==> src/rtl/uart_rx.sv <==
// UART 8N1 receiver with a small byte FIFO, read and cleared over the picorv32 native memory bus.
// Latency: a byte is visible in STATUS one cycle after its stop-bit sample; bus accesses ack one cycle after request.
// Backpressure: none toward the line; a byte arriving while the FIFO is full is dropped and flagged as overrun.
module uart_rx #(
    parameter int CLK_HZ     = 100000000,
    parameter int BAUD       = 115200,
    parameter int FIFO_DEPTH = 4
) (
    input  logic        clk,
    input  logic        resetn,
    input  logic        enable,
    input  logic        mem_valid,
    output logic        mem_ready,
    input  logic        mem_instr,
    input  logic [31:0] mem_addr,
    input  logic [3:0]  mem_wstrb,
    input  logic [31:0] mem_wdata,
    output logic [31:0] mem_rdata,
    input  logic        serialIn
);

    localparam int BIT_CYCLES = CLK_HZ / BAUD;
    localparam int CW         = (BIT_CYCLES > 2) ? $clog2(BIT_CYCLES) : 1;
    localparam int AW         = $clog2(FIFO_DEPTH);
    localparam int PW         = AW + 1;

    localparam logic [CW-1:0] CNT_HALF = CW'(BIT_CYCLES / 2 - 1);
    localparam logic [CW-1:0] CNT_FULL = CW'(BIT_CYCLES - 1);

    typedef enum logic [2:0] {
        S_IDLE,
        S_START,
        S_DATA,
        S_STOP,
        S_BREAK
    } state_t;

    // Line synchroniser and edge detection
    logic       sync_q1;
    logic       sync_q2;
    logic [1:0] settle;
    logic       line_prev;
    logic       line;
    logic       line_fall;

    // Receive FSM
    state_t          state;
    logic [CW-1:0]   cnt;
    logic [2:0]      bitidx;
    logic [7:0]      shreg;

    // FIFO and flags
    logic [7:0]      fifo_mem [FIFO_DEPTH];
    logic [PW-1:0]   wptr;
    logic [PW-1:0]   rptr;
    logic            fifo_empty;
    logic            fifo_full;
    logic            overrun;
    logic            framing_err;

    // Decoded events
    logic            is_status;
    logic            is_write;
    logic            pop;
    logic            stop_ok;
    logic            stop_bad;
    logic            push_ok;
    logic            ovr_set;
    logic            clr_ovr;
    logic            clr_fe;

    logic            unused;
    assign unused = ^{mem_instr, mem_addr[31:3], mem_addr[1:0], mem_wdata[31:3], mem_wdata[0]};

    // Two-flop synchroniser; the edge detector is only armed once real line samples have
    // flushed through, so a line held low across reset release cannot fake a start bit.
    always_ff @(posedge clk) begin
        if (!resetn) begin
            sync_q1   <= 1'b1;
            sync_q2   <= 1'b1;
            settle    <= 2'b00;
            line_prev <= 1'b0;
        end else begin
            sync_q1 <= serialIn;
            sync_q2 <= sync_q1;
            settle  <= {settle[0], 1'b1};
            if (settle[1]) begin
                line_prev <= sync_q2;
            end
        end
    end

    assign line      = sync_q2;
    assign line_fall = settle[1] & line_prev & ~line;

    // Frame FSM: mid-bit sampling from a half-bit delay after the start edge
    always_ff @(posedge clk) begin
        if (!resetn) begin
            state  <= S_IDLE;
            cnt    <= '0;
            bitidx <= '0;
            shreg  <= '0;
        end else begin
            case (state)
                S_IDLE: begin
                    if (line_fall) begin
                        cnt   <= CNT_HALF;
                        state <= S_START;
                    end
                end
                S_START: begin
                    if (cnt != '0) begin
                        cnt <= cnt - CW'(1);
                    end else if (!line) begin
                        cnt    <= CNT_FULL;
                        bitidx <= 3'd0;
                        state  <= S_DATA;
                    end else begin
                        state <= S_IDLE;
                    end
                end
                S_DATA: begin
                    if (cnt != '0) begin
                        cnt <= cnt - CW'(1);
                    end else begin
                        shreg[bitidx] <= line;
                        cnt           <= CNT_FULL;
                        if (bitidx == 3'd7) begin
                            state <= S_STOP;
                        end else begin
                            bitidx <= bitidx + 3'd1;
                        end
                    end
                end
                S_STOP: begin
                    if (cnt != '0) begin
                        cnt <= cnt - CW'(1);
                    end else if (line) begin
                        state <= S_IDLE;
                    end else begin
                        state <= S_BREAK;
                    end
                end
                S_BREAK: begin
                    if (line) begin
                        state <= S_IDLE;
                    end
                end
                default: state <= S_IDLE;
            endcase
        end
    end

    assign stop_ok  = (state == S_STOP) && (cnt == '0) && line;
    assign stop_bad = (state == S_STOP) && (cnt == '0) && !line;

    assign fifo_empty = (wptr == rptr);
    assign fifo_full  = (wptr[AW] != rptr[AW]) && (wptr[AW-1:0] == rptr[AW-1:0]);

    assign is_status = mem_addr[2];
    assign is_write  = |mem_wstrb;
    assign pop       = mem_ready && !is_status && !is_write && !fifo_empty;
    assign clr_ovr   = mem_ready && is_status && is_write && mem_wdata[1];
    assign clr_fe    = mem_ready && is_status && is_write && mem_wdata[2];

    // A pop in the same cycle frees the slot, so a push into a full FIFO then still lands
    assign push_ok = stop_ok && (!fifo_full || pop);
    assign ovr_set = stop_ok && fifo_full && !pop;

    // Single-cycle acknowledge, one cycle after each selected request
    always_ff @(posedge clk) begin
        if (!resetn) begin
            mem_ready <= 1'b0;
        end else begin
            mem_ready <= mem_valid && enable && !mem_ready;
        end
    end

    // FIFO pointers and sticky flags; a hardware set beats a software clear
    always_ff @(posedge clk) begin
        if (!resetn) begin
            wptr        <= '0;
            rptr        <= '0;
            overrun     <= 1'b0;
            framing_err <= 1'b0;
        end else begin
            if (push_ok) begin
                wptr <= wptr + PW'(1);
            end
            if (pop) begin
                rptr <= rptr + PW'(1);
            end
            overrun     <= ovr_set  | (overrun & ~clr_ovr);
            framing_err <= stop_bad | (framing_err & ~clr_fe);
        end
    end

    // FIFO storage; contents are don't-care until written
    always_ff @(posedge clk) begin
        if (push_ok) begin
            fifo_mem[wptr[AW-1:0]] <= shreg;
        end
    end

    // Read data is driven only during a read acknowledge
    always_comb begin
        mem_rdata = 32'h0;
        if (mem_ready && !is_write) begin
            if (is_status) begin
                mem_rdata = {28'h0, fifo_full, framing_err, overrun, ~fifo_empty};
            end else if (!fifo_empty) begin
                mem_rdata = {24'h0, fifo_mem[rptr[AW-1:0]]};
            end
        end
    end

endmodule

==> config.mk <==
export PLATFORM = sky130hd
export DESIGN_NAME = uart_rx
export DESIGN_NICKNAME = d
export VERILOG_FILES = /design/src/rtl/uart_rx.sv
export SDC_FILE = /design/constraint.sdc
export NUM_CORES = 1
export LEC_CHECK = 0
export ABC_AREA = 1
export CAP_MARGIN = 20
export CELL_PAD_IN_SITES_DETAIL_PLACEMENT = 2
export CELL_PAD_IN_SITES_GLOBAL_PLACEMENT = 2
export CORE_MARGIN = 3
export CORE_UTILIZATION = 27
export CTS_CLUSTER_SIZE = 20
export DETAILED_ROUTE_END_ITERATION = 12
export PLACE_DENSITY_LB_ADDON = 0.15
export SLEW_MARGIN = 20
export SYNTH_ARGS = -nofsm -noshare
export SYNTH_HDL_FRONTEND = slang
export SYNTH_SLANG_ARGS = --single-unit
==> constraint.sdc <==
create_clock -name clk -period 2.3 [get_ports clk]
set_input_delay 0.23 -clock clk [delete_from_list [all_inputs] [get_ports clk]]
set_output_delay 0.23 -clock clk [all_outputs]
set_load 0.1 [all_outputs]
Word-level counts from Yosys, hierarchy flattened
Memory sizes are Yosys's and may differ from the RTL's. A register that Yosys moved wholly into a read port is not among the register bits. Cells that the tools add are included.

Add/sub/neg operators: 4. $lt $le $gt $ge: 2. Equal/unequal tests: 18. Multiplexer cells: 31. Bitwise operators: 11. Reduce and logical (&&, ||, !) cells: 36.

Operator list (number): $mux 10 (5); $pmux 10 s4 (1); $mux 3 (11); $mux 8 (3); $logic_and 1x1->1 (18); $ne 2x2->1 const B (9); $pmux 3 s5 (1); $logic_not 10->1 (1); $reduce_bool 10->1 (1); $sub 10x1->10 const B (1); $add 3x1->3 const B (3); $bwmux 8 (1); $logic_not 1->1 (7); $eq 3x2->1 const B (2); $eq 3x3->1 const B (2); $mux 2 (3); $pmux 3 s2 (1); $reduce_and 6->1 (1); $not 1->1 (5); $reduce_and 5->1 (1); $and 1x1->1 (4); $lt 3x4->1 const B (1); $mux 1 (4); $reduce_and 4->1 (1); other kinds (14) (15).

Flip-flop bits (word level): 38. RAM bits: 32. Output and inout bits: 33. Memories kept: 1.

Memory list: fifo_mem (words 4, bits a word 8, rd ports 1, clocked after memory_dff 1, wr ports 1, line 53) `logic [7:0] fifo_mem [FIFO_DEPTH];`.

Depth between registers and ports, before layout
Gate-level depths: netlist of the first run.

Word-level depth: 8. Mapped depth: 10. Gate-level depth less buffers: 10.

Worst setup path after synthesis of the first run
Ideal clock, no wire load.

Path type: flip-flop to output port. Start point: register mem_ready. End point: output port mem_rdata[4]. Arrival time: 3021 ps. Path slack: -951 ps. Cell stages (with the launch flop): 7. Buffers on the path: 0. Cells stage by stage: dfxtp_1 > nand2_1 > nor2_1 > nand2_1 > inv_1 > nand2_1 > a21oi_1.

Word-level cells in the longest chain between the ends: 2.

RTL lines: start: declaration (line 13) `output logic mem_ready,`; start signal: assignment (line 175) `mem_ready <= mem_valid && enable && !mem_ready;`; $logic_and 1x1->1 (line 208) `if (mem_ready && !is_write) begin`; $mux 8 (line 208); end: declaration (line 18) `output logic [31:0] mem_rdata,`.

No other way between the ends.

==> results by stage, run 1 <==
GRT:
- The global-route usage over all layers is 0.1496.
- After global routing the overflow that remains totals 0.
- The initial antenna violation count is 0.
- The first global-routing pass estimated 17.13 mm of wire.
- The largest net degree at the start of global routing is 18.
- The via count of the first global-routing pass is 3,359.

Yosys:
- For this run, the leading register cell type out of synthesis is sky130_fd_sc_hd__dfxtp_1.
- Yosys attributes the largest share of cell area to sky130_fd_sc_hd__edfxtp_1, sky130_fd_sc_hd__dfxtp_1, sky130_fd_sc_hd__nand2_1.
- The cell with the most instances after synthesis is sky130_fd_sc_hd__nand2_1.
- For this run, the register share of the synthesized area comes to 0.4789.
- The number of flip-flops and latches in the synthesized netlist is 72.
- The number of enable-type register cells in the synthesized netlist is 32.
- The count of distinct cell types in the synthesized netlist is 35.
- Of the post-synthesis cell area, the dominant cell type holds 0.2612.
- Summing every instance area after synthesis gives 3679 um2.
- The average instance in the mapped netlist occupies 8.085 um2.
- The Yosys step of the flow raised 0 warnings.
- By count the netlist is led by sky130_fd_sc_hd__nand2_1, sky130_fd_sc_hd__nor2_1, sky130_fd_sc_hd__inv_1.
- The cell accounting for the most synthesized area is sky130_fd_sc_hd__edfxtp_1.
- In the synthesized netlist the async set-or-reset flop fraction comes to 0.
- The number of cells produced by synthesis is 455.

Setup path:
- STA puts the critical path data required time at 2.07 ns.
- The worst setup path is captured at an output pin.
- The buffering stage count on the worst path with inverters included is 2.
- The slowest stage of the critical path is the sky130_fd_sc_hd__dfxtp_1 cell.
- Among cell families on the critical path, the largest total delay comes from flip-flops.
- The critical path goes through clkinvlp_4 -> nor2_1 -> o21ai_0 -> a31oi_4 -> buf_12.
- The largest fanout on the critical path is 11.
- The startpoint-to-endpoint class of the critical path is flip-flop to output pin.
- The largest single stage delay on the critical path is 0.51 ns.
- The worst setup path is launched from a flip-flop.
- For the worst setup path, the data arrival time is 1.91 ns.

Detailed routing:
- Once detail routing completed, the nets flagged for antenna violations numbered 0.
- The routed design has 10.18 mm of wire.
- The via-per-instance ratio is 4.564.
- The via total after detailed routing is 3,053.
- The violation count after the first detailed-route iteration is 111.
- The length of the first detailed-routing pass in iterations is 4.
- The average routed wire per standard cell is 15.21 um.
- The DRC violation count after routing is 0.

Clock tree:
- After clock tree synthesis, the flow added hold-fix buffers numbering 0.
- For the worst-skew pair, the clock arrives at the later sink with an insertion delay of 0.34 ns.
- The number of buffers created by CTS is 9.
- CTS placed an instance of sky130_fd_sc_hd__clkbuf_16 at the clock tree root.
- The clock sink total is 72.
- Clock-pin slew was measured on the worst setup and hold paths at 0.06 ns.
- CTS built an H-tree with a depth of 3.
- The setup fix buffers added after clock tree synthesis is 0.
- TritonCTS built the clock tree.
- Counting along the longest clock path gives a buffer depth of 2.

Timing:
- The maximum clock rate is 466.6 MHz.
- The setup TNS is 0 ns.
- Setup repair after global routing left no endpoint under its margin.
- The count of final setup violators is 0.
- The count of final max-slew check failures is 0.
- The setup slack after layout is 0.1568 ns.
- The number of endpoints with negative hold slack in the final report is 0.
- Dividing the final minimum period by the clock period gives 0.9318.
- The worst hold slack across all endpoints is 0.4226 ns.
- Between clock sinks in the finished design, the worst skew comes to 0.006176 ns.
- For the finished layout, the period the worst path requires is 2.143 ns.

Cells and area:
- Compared with the post-synthesis result, the final layout area differs by 22.55%.
- Of the cells placed in the final design, the portion with a size suffix greater than 1 is 0.1623.
- For this run, the number of standard cells in the final layout without fillers is 669.
- The sequential cell area in the final layout is 1763 um2.
- After the last flow step, the layout net total stands at 571.
- The filler cell count is 1,521.
- Once layout is done, the placed cells without fillers occupy 4508 um2.
- The multi-input combinational cells in the finished layout cover a total of 1669 um2.
- 0 antenna diodes ended up in the layout.

Place:
- The placer congestion estimate is 0.7320.
- The placed wire-length estimate is 7.680 mm.
- In this run the tool buffered the top-level ports with 20 buffer cells.
- Once placement completed, the tool counted placed cells totaling 653.
- The worst setup slack after placement is 0.2139 ns.
- Summing all placed instances gives a cell area of 4197 um2.

Die:
- From bottom edge to top edge, the die measures 122.7 um.
- The overall die width is 122.7 um.
- The total area inside the core boundary comes to 13,300 um2.
- The number of I/O pins is 107.
- The floorplan die area is 15,060 um2.
- The effective utilization at floorplan is 0.2767.
- The floorplan has 42 rows.

Job:
- The number of maximum-capacitance constraint violations is 0.

Power and ir drop:
- The leakage power is 1.740 nW.
- The power density relative to cell area is 888.4 nW/um2.
- The largest vdd supply drop is 0.6846 mV.

Min path:
- In this run the worst hold path is classified as flip-flop to flip-flop.

Status:
- The flow ran to the end, and the final reports show no timing, DRC or antenna violations.
==> placed cells by master, fill, tap and decap left out, drive strengths merged, types with 2 or more instances in the layout <==
| cell | n |
|---|---|
| nand2 | 89 |
| nor2 | 79 |
| inv | 49 |
| dfxtp | 40 |
| edfxtp | 32 |
| nand3 | 30 |
| a21oi | 30 |
| o21ai | 27 |
| conb | 24 |
| buf | 20 |
| clkdlybuf4s50 | 11 |
| nor3 | 10 |
| ha | 9 |
| clkbuf | 9 |
| a31oi | 6 |
| nand4 | 5 |
| clkinv | 4 |
| nand3b | 3 |
| o22ai | 3 |
| xor2 | 3 |
| clkinvlp | 2 |
| or2 | 2 |
| a211oi | 2 |
==> path summary, 6_finish.rpt <==
check	from	endpoint	slack, ns	cells after the start
worst max register to register	cnt[0]	fifo_mem[3][6]	0.44	9
worst min register to register	sync_q1	line	0.42	1
worst min-delay path	sync_q1	line	0.42	1
worst max-delay path	flip-flop	mem_rdata[0]	0.16	5
==> flip-flops by register name, summed over array words and instances (netlist names), named ones only <==
signal and cells:
bitidx 3, cnt 10, fifo_mem 32, framing_err 1, line 1, line_prev 1, mem_ready 1, overrun 1
rptr 3, settle 2, shreg 8, state 3, sync_q1 1, wptr 3
==> per-stage QoR <==
| step | power [mW] | util |
|---|---|---|
| after floorplan | 2.342 | - |
| after global placement | 2.579 | 0.3156 |
| after detailed placement | 2.612 | 0.3156 |
| after CTS | 4.087 | 0.3385 |
| after global routing | 4.263 | 0.3391 |
| final | 4.005 | 0.3391 |
==> where the power goes <==
part / switching, mW / leakage [nW] / internal (mW)
registers: 0.0631 / 0.584 / 1.38
logic: 0.810 / 1.01 / 0.306
clock network: 0.588 / 0.151 / 0.853
total: 1.46 / 1.74 / 2.54
==> worst reg2reg max path: cells and delay by family, from the launching register on <==
| kind | cells | cell delay [ns] |
|---|---|---|
| AND/OR/NAND/NOR | 5 | 0.57 |
| buffers and inverters | 3 | 0.42 |
| flip-flops | 1 | 0.30 |
| adder cells (fa/ha/maj) | 1 | 0.28 |
==> layout make-up <==
cell class,instances,share of cell area
repair buffers,31,0.07993
well taps,176,0.04885
inverters,49,0.04246
flip-flops and latches,72,0.3911
multi-input cells,325,0.3702
clock buffers,9,0.04996
clock inverters,7,0.01749
==> cell families after synthesis <==
group	after synthesis	synth area share
fa+ha+maj	9	0.03061
flops	72	0.4789
xor+xnor	4	0.009526
compound gates	69	0.1051
other cells	1	0.001019
buf+inv	81	0.1082
simple gates	219	0.2667
==> metal layers <==
metal  global-route usage  wire length (um)  up-vias
met5                    0                 0        -
met4              0.05038               129        0
met3              0.04194               368        9
met2               0.2569              4999       36
met1               0.1794              4679     1488
li1                     -                 -     1520
==> timing repair <==
item / 4_1_cts / 5_1_grt
setup endpoints to repair: 0 / 6
hold endpoints to repair: 0 / 0
resized for setup: 0 / 3
(Power assumes the default switching activity.)
==> inputs of run 2 (changes only) <==
--- a/config.mk
+++ b/config.mk
@@ -13,6 +13,7 @@
 export CORE_UTILIZATION = 27
 export CTS_CLUSTER_SIZE = 20
 export DETAILED_ROUTE_END_ITERATION = 12
+export GPL_ROUTABILITY_DRIVEN = 0
 export PLACE_DENSITY_LB_ADDON = 0.15
 export SLEW_MARGIN = 20
 export SYNTH_ARGS = -nofsm -noshare
==> constraint.sdc (replaced) <==
create_clock -name clk -period 2.3 [get_ports clk]
set_input_delay 0.46 -clock clk [delete_from_list [all_inputs] [get_ports clk]]
set_output_delay 0.46 -clock clk [all_outputs]
set_load 0.1 [all_outputs]
==> run 2 against run 1 <==
Against the previous run: count of clock-buffer cells in the layout is 1 higher; fmax shrank 0.36%; critical path depth up 2; final cell count increased by 1.5%; sequential power barely moved; global-route usage grew 0.36 points.
==> results by stage, run 2 (same netlist as run 1, synthesis figures left out) <==
Status:
- The run finished with clean final reports.

Timing:
- The count of final max-slew check failures came to 0.
- The clock arrives with 0.008831 ns of skew.
- The number of endpoints with negative hold slack in the final report came to 0.
- Setup violations remaining at the end of the flow were counted as 0.
- Counting I/O delays and the setup requirement, the final critical path takes 2.151 ns.
- The maximum clock rate is 464.9 MHz.
- The fraction of the cycle the final worst path needs is 0.9351.

Power and ir drop:
- The worst-case IR drop observed on VDD is 0.3536 mV.
- The power density relative to cell area is 836.8 nW/um2.
- The leakage power is 1.779 nW.
- Summing internal, switching and leakage power gives 3.863 mW.

Die:
- Measured along the x axis, the die boundary spans 122.7 um.
- For this design the top-level I/O count stands at 107.
- The core box area is 13,300 um2.
- For this configuration, the core starts out at a cell density of 0.2767.
- The floorplan die area is 15,060 um2.
- The chip height is 122.7 um.
- The number of cell rows is 42.

Cells and area:
- At the end of the flow, the number of nets in the layout was 581.
- The area growth from synthesis to final layout is 25.48%.
- The flip-flop count of the largest register, all copies and words added is 32.
- The commonest non-fill, non-tap cell in the layout is sky130_fd_sc_hd__nand2_1.
- The post-route cell area is 4616 um2.
- The ratio of cells with drive above 1 in the final layout is 0.2087.
- In the layout the commonest cells are sky130_fd_sc_hd__nand2_1, sky130_fd_sc_hd__nor2_1, sky130_fd_sc_hd__inv_1.
- The number of antenna diodes in the final layout is 0.

Setup path:
- In this design, the stage delay of the slowest critical-path cell is 0.34 ns.
- In this run the critical register-to-register path is launched from cnt[0].
- For this design, the slowest cell found on the critical path is sky130_fd_sc_hd__dfxtp_2.
- Tracing the worst setup path back leads to its startpoint at rptr[2].
- The critical path goes through nor2_1 -> nor2_4 -> nand3b_1 -> nand2_2 -> buf_4 -> a21oi_4 -> buf_12.
- STA classifies the critical path startpoint as a flip-flop.
- The startpoint-to-endpoint class of the critical path is flip-flop to output pin.
- The kind of capture point of the worst setup path is an output pin.
- The largest fanout on the critical path is 6.
- The data arrival time of the critical path is 1.69 ns.
- The critical path data required time is 1.84 ns.

Detailed routing:
- The via-per-instance ratio is 4.607.
- The violation count after the first detailed-route iteration is 143.
- The length of the first detailed-routing pass in iterations is 4.
- The total wire length is 10.37 mm.
- The final route contains 3,128 vias.
- The DRC violation count after routing is 0.
- After detailed routing, the average wire length per cell comes to 15.27 um.
- The detail route stage leaves a number of antenna-violating nets equal to 0.

Clock tree:
- The number of buffers created by CTS is 9.
- Clock-pin slew was measured on the worst setup and hold paths at 0.06 ns.
- The number of hold buffers added after CTS was 0.
- The clock root buffer is sky130_fd_sc_hd__clkbuf_16.
- CTS saw 72 sinks.
- The H-tree depth is 3.
- TritonCTS built the clock tree.
- The maximum buffer depth of the clock tree is 2.
- For the worst-skew pair, the clock arrives at the later sink with an insertion delay of 0.34 ns.

GRT:
- For this run the aggregate overflow at the end of global routing stands at 0.
- The initial antenna violation count came to 0.
- The via count of the first global-routing pass is 3,456.
- Entering global routing, the biggest net connects 20 pins.
- For this run, the total global-route usage over all layers was measured as 0.1532.
- The first-pass GRT wire length is 17.68 mm.

Min path:
- The worst min-delay path category is flip-flop to flip-flop.
- The worst hold path startpoint is sync_q1.

Job:
- The number of maximum-capacitance constraint violations is 0.

Place:
- The total of buffers placed on input and output ports is 20.
- Detailed placement finished with a half-perimeter wire length of 7.850 mm.
- The placed instances occupy a cell area of 4297 um2.
## run 2: changes by cell type in the layout (fill, tap and decap cells not counted), moves of 4 or more
cell / before / now
sky130_fd_sc_hd__a21oi_2: 9 / 5
sky130_fd_sc_hd__nand2_2: 4 / 9
sky130_fd_sc_hd__buf_4: 12 / 21
sky130_fd_sc_hd__clkdlybuf4s50_1: 11 / 6
sky130_fd_sc_hd__nand2_1: 85 / 80
sky130_fd_sc_hd__a21oi_4: 3 / 7
sky130_fd_sc_hd__dlygate4sd2_1: 0 / 5
sky130_fd_sc_hd__dfxtp_1: 39 / 34
## run 2: area by class of cell
class                      instances  area [um2]
inverter                          49       188.9
timing repair buffer              41       432.9
multi-input combinational        325        1724
clock inverter                     6       46.29
fill                            1504        8680
sequential                        72        1774
clock buffer                      10       229.0
tap                              176       220.2
## run 2: report_power, final
part | leakage, nW | switching, mW | internal [mW]
sequential | 0.587 | 0.0633 | 1.38
clock | 0.129 | 0.563 | 0.733
combinational | 1.06 | 0.815 | 0.305
total | 1.78 | 1.44 | 2.42
## run 2: path summary, 6_finish.rpt
check             slack [ns]              to  cells past startpoint
setup / recovery        0.15    mem_rdata[7]                      7
hold / removal          0.41            line                      1
hold reg to reg         0.41            line                      1
setup reg to reg        0.49  fifo_mem[3][1]                      9
## run 2: what timing repair did
action,in CTS,in global routing
buffers inserted,1,0
gates resized for setup,18,11
pin swaps,6,4
setup endpoints to repair,8,7
## run 2: critical path: cells and delay by family, from the launching register on
| family | cells | cell delay [ns] |
|---|---|---|
| buffers and inverters | 2 | 0.35 |
| and+or+nand+nor | 4 | 0.61 |
| DFF | 1 | 0.34 |
| AOI/OAI and AO/OA | 1 | 0.05 |
## run 2: layer usage
layer | wire [um] | global-route usage | up-vias
met5 | 0 | 0 | -
met4 | 124 | 0.05668 | 0
met3 | 344 | 0.03226 | 7
met2 | 5354 | 0.2641 | 42
met1 | 4544 | 0.1877 | 1540
li1 | - | - | 1539
## run 2: metrics by stage
stage | TNS (ns) | util | hold WS, ns | worst slack, ns | std cells
detailed placement | -0.6660 | 0.3232 | 0.4038 | -0.1728 | 662
floorplan | 0 | - | 0.3905 | 0.1467 | 478
finish | 0 | 0.3472 | 0.4138 | 0.1492 | 679
global placement | -0.4882 | 0.3232 | 0.3960 | -0.1436 | 662
CTS | 0 | 0.3454 | 0.4184 | 0.01200 | 679
global route | -0.01424 | 0.3472 | 0.4469 | -0.006685 | 679
